**src/rtl/bm_arena_pkg.sv**
```systemverilog
// Shared arena definitions: block-map geometry, tile codes, requester ids, read arbiter states.
// Latency: n/a (types, constants and a pure helper function only).
// Backpressure: n/a.
package bm_arena_pkg;

  // Block-map geometry: 33 columns x 27 rows, row-major, one tile per word
  localparam int ABM_COLS   = 33;
  localparam int ABM_ROWS   = 27;
  localparam int ABM_TILES  = ABM_COLS * ABM_ROWS;
  localparam int ABM_ADDR_W = 11;
  localparam int ABM_TILE_W = 2;

  // Tile codes stored in the block map
  typedef enum logic [ABM_TILE_W-1:0] {
    TILE_EMPTY  = 2'd0,
    TILE_PILLAR = 2'd1,
    TILE_WALL   = 2'd2,
    TILE_EXIT   = 2'd3
  } tile_e;

  // Requester slots on the block-map read arbiter
  localparam int ABM_N_REQ = 4;
  localparam int REQ_BM    = 0;
  localparam int REQ_EN0   = 1;
  localparam int REQ_EN1   = 2;
  localparam int REQ_EXP   = 3;

  // Read arbiter state encoding
  typedef enum logic [1:0] {
    IDLE = 2'd0,
    WAIT = 2'd1,
    RESP = 2'd2
  } arb_state_e;

  // Row-major tile address of (col,row); no range check
  function automatic logic [ABM_ADDR_W-1:0] abm_tile_addr(input int col, input int row);
    return ABM_ADDR_W'(row * ABM_COLS + col);
  endfunction

endpackage

```
**src/rtl/block_map_rd_arbiter_rr_pick.sv**
```systemverilog
// Round-robin priority pick: first set req bit at or after ptr, wrapping.
// Latency: purely combinational.
// Backpressure: none; the caller decides when the pick is used.
module rr_pick #(
  parameter int N     = 4,
  parameter int IDX_W = (N > 1) ? $clog2(N) : 1
) (
  input  logic [N-1:0]     req,
  input  logic [IDX_W-1:0] ptr,
  output logic             any,
  output logic [IDX_W-1:0] winner
);

  localparam int DBL_W  = 2 * N;
  localparam int DIDX_W = $clog2(DBL_W);

  logic [DBL_W-1:0]  dbl;
  logic [DBL_W-1:0]  masked;
  logic [DIDX_W-1:0] hit;

  // Duplicate req, drop bits below ptr, take the lowest survivor: the upper copy supplies the wrap
  always_comb begin
    dbl    = {req, req};
    masked = dbl & ({DBL_W{1'b1}} << ptr);
    hit    = '0;
    for (int i = DBL_W - 1; i >= 0; i--) begin
      if (masked[i]) begin
        hit = DIDX_W'(i);
      end
    end
    if (int'(hit) >= N) begin
      winner = IDX_W'(int'(hit) - N);
    end else begin
      winner = IDX_W'(hit);
    end
    any = |req;
  end

endmodule

```
**src/rtl/block_map_rd_arbiter.sv**
```systemverilog
// Round-robin share of the block-map BRAM read port, one outstanding read at a time.
// Latency: req at T -> gnt/mem_en at T+1 -> rvalid/rdata at T+1+RD_LAT; next pick at T+2+RD_LAT.
// Backpressure: req is sampled only while idle; unserved requesters simply wait with req held.
module block_map_rd_arbiter
  import bm_arena_pkg::*;
#(
  parameter int N_REQ  = ABM_N_REQ,
  parameter int ADDR_W = ABM_ADDR_W,
  parameter int DATA_W = ABM_TILE_W,
  parameter int RD_LAT = 1
) (
  input  logic                    clk,
  input  logic                    reset,
  input  logic [N_REQ-1:0]        req,
  input  logic [N_REQ*ADDR_W-1:0] addr,
  output logic [N_REQ-1:0]        gnt,
  output logic [N_REQ-1:0]        rvalid,
  output logic [DATA_W-1:0]       rdata,
  output logic                    busy,
  output logic                    mem_en,
  output logic [ADDR_W-1:0]       mem_addr,
  input  logic [DATA_W-1:0]       mem_dout
);

  localparam int IDX_W = (N_REQ > 1) ? $clog2(N_REQ) : 1;
  localparam int CNT_W = (RD_LAT > 1) ? $clog2(RD_LAT) : 1;
  localparam logic [CNT_W-1:0] CNT_LAST = CNT_W'(RD_LAT - 1);

  arb_state_e        state_q, state_d;
  logic [IDX_W-1:0]  ptr_q, ptr_d;
  logic [IDX_W-1:0]  sel_q, sel_d;
  logic [CNT_W-1:0]  cnt_q, cnt_d;
  logic [N_REQ-1:0]  gnt_q, gnt_d;
  logic [N_REQ-1:0]  rvalid_q, rvalid_d;
  logic [DATA_W-1:0] rdata_q, rdata_d;
  logic              mem_en_q, mem_en_d;
  logic [ADDR_W-1:0] mem_addr_q, mem_addr_d;

  logic              pick_any;
  logic [IDX_W-1:0]  pick_win;

  rr_pick #(
    .N     (N_REQ),
    .IDX_W (IDX_W)
  ) u_pick (
    .req    (req),
    .ptr    (ptr_q),
    .any    (pick_any),
    .winner (pick_win)
  );

  // Next-state and registered-output decode; gnt/mem_en/rvalid default low so they pulse one cycle
  always_comb begin
    state_d    = state_q;
    ptr_d      = ptr_q;
    sel_d      = sel_q;
    cnt_d      = cnt_q;
    gnt_d      = '0;
    rvalid_d   = '0;
    rdata_d    = rdata_q;
    mem_en_d   = 1'b0;
    mem_addr_d = mem_addr_q;
    case (state_q)
      IDLE: begin
        if (pick_any) begin
          gnt_d[pick_win] = 1'b1;
          mem_en_d        = 1'b1;
          mem_addr_d      = addr[int'(pick_win)*ADDR_W +: ADDR_W];
          sel_d           = pick_win;
          cnt_d           = '0;
          state_d         = WAIT;
          if (int'(pick_win) == N_REQ - 1) begin
            ptr_d = '0;
          end else begin
            ptr_d = pick_win + 1'b1;
          end
        end
      end
      WAIT: begin
        // Last of RD_LAT wait cycles: BRAM output is valid, capture and flag the owner
        if (cnt_q == CNT_LAST) begin
          rdata_d         = mem_dout;
          rvalid_d[sel_q] = 1'b1;
          cnt_d           = '0;
          state_d         = RESP;
        end else begin
          cnt_d = cnt_q + 1'b1;
        end
      end
      RESP: begin
        state_d = IDLE;
      end
      default: begin
        state_d = IDLE;
      end
    endcase
  end

  // State and output registers; reset drops any read in flight and restarts priority at requester 0
  always_ff @(posedge clk or posedge reset) begin
    if (reset) begin
      state_q    <= IDLE;
      ptr_q      <= '0;
      sel_q      <= '0;
      cnt_q      <= '0;
      gnt_q      <= '0;
      rvalid_q   <= '0;
      rdata_q    <= '0;
      mem_en_q   <= 1'b0;
      mem_addr_q <= '0;
    end else begin
      state_q    <= state_d;
      ptr_q      <= ptr_d;
      sel_q      <= sel_d;
      cnt_q      <= cnt_d;
      gnt_q      <= gnt_d;
      rvalid_q   <= rvalid_d;
      rdata_q    <= rdata_d;
      mem_en_q   <= mem_en_d;
      mem_addr_q <= mem_addr_d;
    end
  end

  assign gnt      = gnt_q;
  assign rvalid   = rvalid_q;
  assign rdata    = rdata_q;
  assign mem_en   = mem_en_q;
  assign mem_addr = mem_addr_q;
  assign busy     = (state_q != IDLE);

endmodule

```
**config.mk**
```make
export PLATFORM = sky130hd
export DESIGN_NAME = block_map_rd_arbiter
export DESIGN_NICKNAME = d
export VERILOG_FILES = /design/src/rtl/bm_arena_pkg.sv /design/src/rtl/block_map_rd_arbiter_rr_pick.sv /design/src/rtl/block_map_rd_arbiter.sv
export SDC_FILE = /design/constraint.sdc
export NUM_CORES = 1
export LEC_CHECK = 0
export ABC_AREA = 1
export BUFFER_PORTS_ARGS = -buffer_cell sky130_fd_sc_hd__buf_2
export CAP_MARGIN = 15
export CORE_MARGIN = 8
export CORE_UTILIZATION = 45
export CTS_CLUSTER_SIZE = 30
export DETAILED_ROUTE_END_ITERATION = 8
export PLACE_DENSITY = 0.77
export SYNTH_ARGS = -nofsm -noshare
export SYNTH_HDL_FRONTEND = slang
export SYNTH_HIERARCHICAL = 1
export SYNTH_SLANG_ARGS = --single-unit
```
**constraint.sdc**
```tcl
create_clock -name clk -period 1.9 [get_ports clk]
set_input_delay 0.38 -clock clk [delete_from_list [all_inputs] [get_ports clk]]
set_output_delay 0.38 -clock clk [all_outputs]
set_load 0.01 [all_outputs]
```
==> results.sh <==
export IMPL_syn_area_per_cell_um2=7.21
export IMPL_use_met1_pct=16.3
export IMPL_use_met2_pct=23.4
export IMPL_synth_edff_count=0
export IMPL_post_route_drc_count=0
export IMPL_slew_violations=0
export IMPL_ctsLongestPathBuffers=2
export IMPL_final_area_um2=2090
export IMPL_cp_start_kind="register"
export IMPL_crit_chain="nor2_1 -> nand2_1 -> inv_1 -> a21oi_2 -> inv_2 -> ha_1 -> nand2_1 -> nand2_1"
export IMPL_portBuffers=74
export IMPL_cp_slowest_cell="dfrtp_1"
export IMPL_relSlewSlack_pct=71.0
export IMPL_via_per_inst=4.48
export IMPL_yosys_area_top_type="dfrtp_1"
export IMPL_slowest_delay_ps=420
export IMPL_critPathCaptureType="register"
export IMPL_cts_resized=0
export IMPL_outcome="complete, no violations"
export IMPL_drt_iter0_markers=81
export IMPL_yosysMostFrequentCell="nand2_1"
export IMPL_overflow=0
export IMPL_nets=362
export IMPL_die_width_um=76.8
export IMPL_total_power_uw=2870
export IMPL_detailed_place_hpwl_mm=3.06
export IMPL_numCtsBuffers=3
export IMPL_rows=22
export IMPL_num_io_pins=75
export IMPL_p_clk_share_pct=10.3
export IMPL_ys_types=21
export IMPL_nFillCells=367
export IMPL_hold_class="in -> async"
export IMPL_ys_flop_type="dfrtp_1"
export IMPL_period_needed_ps=1580
export IMPL_coreArea_um2=3610
export IMPL_wl_per_cell_um=11.2
export IMPL_synth_cells=231
export IMPL_grt_pass1_vias=1539
export IMPL_synth_area_leaders="dfrtp_1, nand2_1, inv_1"
export IMPL_seq_power_share_pct=34.2
export IMPL_initial_core_util_pct=46.2
export IMPL_power_density_nw_per_um2=1370
export IMPL_ys_warn_count=6
export IMPL_setup_tns_ps=0
export IMPL_tightestPinTransition_ps=435
export IMPL_gp_congestion=0.771
export IMPL_ys_seq_area_share_pct=42.1
export IMPL_via_count=1577
export IMPL_busiest_layer="met2"
export IMPL_dr_pass1_iters=5
export IMPL_ant_nets=0
export IMPL_root_buffer="clkbuf_8"
export IMPL_synth_top_area_share_pct=42.1
export IMPL_clk_latency_ps=260
export IMPL_fmax_mhz=631
export IMPL_area_delta_synth_final_pct=25.8
export IMPL_p_int_uw=1560
export IMPL_synth_net_count=287
export IMPL_num_antenna_cells=0
export IMPL_fin_crit_sh_pct=83.4
export IMPL_cts_tree="done"
export IMPL_share_comb_of_total_power_pct=55.5
export IMPL_use_met3_pct=4.08
export IMPL_whs_ps=161
export IMPL_arrival_ps=1740
export IMPL_hold_violations=0
export IMPL_drive_gt1_share_pct=31.3
export IMPL_finalWirelength_mm=3.96
export IMPL_setup_viol=0
export IMPL_grt_usage_pct=14.0
export IMPL_grt_antenna_before_repair=0
export IMPL_die_y_um=76.8
export IMPL_cap_viol_max_count=0
export IMPL_yosys_register_bits=28
export IMPL_swShare_pct=45.5
export IMPL_switching_power_uw=1310
export IMPL_ys_top_cells_by_count="nand2_1, inv_1, dfrtp_1"
export IMPL_grt_max_degree=29
export IMPL_hold_buffers=0
export IMPL_crit_top_cell="nand2_1"
export IMPL_async_flop_share_pct=100
export IMPL_path_clk_slew_ps=80
export IMPL_cp_max_fo=26
export IMPL_grt_first_pass_wirelength_mm=6.94
export IMPL_skew_ps=2.97
export IMPL_die_area_um2=5900
export IMPL_h_tree_depth=1
export IMPL_postCtsSetupBuffers=0
export IMPL_ir_drop_uv=505
export IMPL_required_ps=2060
export IMPL_placedInstanceArea_um2=2050
export IMPL_clock_sinks=28
export IMPL_netlist_area_um2=1670
export IMPL_rsz0062_at_grt="false"
export IMPL_path_class="reg -> reg"
export IMPL_p_leak_uw=0.00133
## layout by cell type, fill, tap and decap left out, types with 3 or more instances in the layout
master,netlist,layout
buf_2,4,74
nor2_1,8,8
nand3_1,18,18
nand3_2,6,6
ha_1,4,4
clkbuf_8,1,3
nand2_1,110,110
buf_4,0,3
inv_1,33,33
nor3_1,5,5
dfrtp_1,28,28
## worst paths after layout
check	from	end	slack, ps	cells after the start
worst max-delay path	ptr_q[1]	ptr_q[1]	320	8
worst min-delay path	reset	mem_en	160	3
worst max register to register	ptr_q[1]	ptr_q[1]	320	8
worst min register to register	sel_q[1]	rvalid[0]	480	1
max in group asynchronous	reset	rvalid[0]	1480	3
min in group clk	mem_dout[0]	rdata[0]	320	3
## stage by stage
stage / setup slack (ps) / instances / util, %
floorplan: 286 / 231 / -
global placement: 322 / 349 / 56.9
detailed placement: 300 / 349 / 56.9
CTS: 323 / 352 / 58.1
global route: 152 / 352 / 58.1
finish: 316 / 352 / 58.1
## sequential cells by signal (all words and copies together) (netlist names)
name	count
gnt	4
mem_addr	11
mem_en	1
ptr_q	2
rdata	2
rvalid	4
sel_q	2
state_q	2
## final cells by class
type                            count  area [um^2]  share of cell area [%]
Clock buffer                        3         41.3                    1.97
Inverter                           35          131                    6.27
Multi-Input combinational cell    161          768                    36.7
Sequential cell                    28          701                    33.5
Tap cell                           48         60.1                    2.87
Timing Repair Buffer               77          393                    18.8
## power groups by stage
stage               sequential [uW]  clock [uW]  combinational (uW)
finish                          983         296                1590
detailed placement              993           0                1610
global placement                985           0                1590
floorplan                      1080           0                1110
CTS                             983         309                1620
global route                   1020         341                1830
## logic make-up after synthesis
group / synth area share, %
and+or+nand+nor: 41.5
DFF: 42.1
AOI/OAI and AO/OA: 1.65
adders and majority gates: 3.01
buffers and inverters: 11.8
## metal layers
metal  vias up  wire length, um
met4         0               40
met1       689             1740
li1        838                -
met2        48             1870
met3         2              306
met5         -                0
## critical path: cells and delay by family, from the launching register on
family                   cells  cell delay, ps
flip-flops                   1             420
buffers and inverters        2             400
AND/OR/NAND/NOR              4             310
adder cells (fa/ha/maj)      1             310
AO/OA/AOI/OAI                1              40
(Power assumes the default switching activity.)
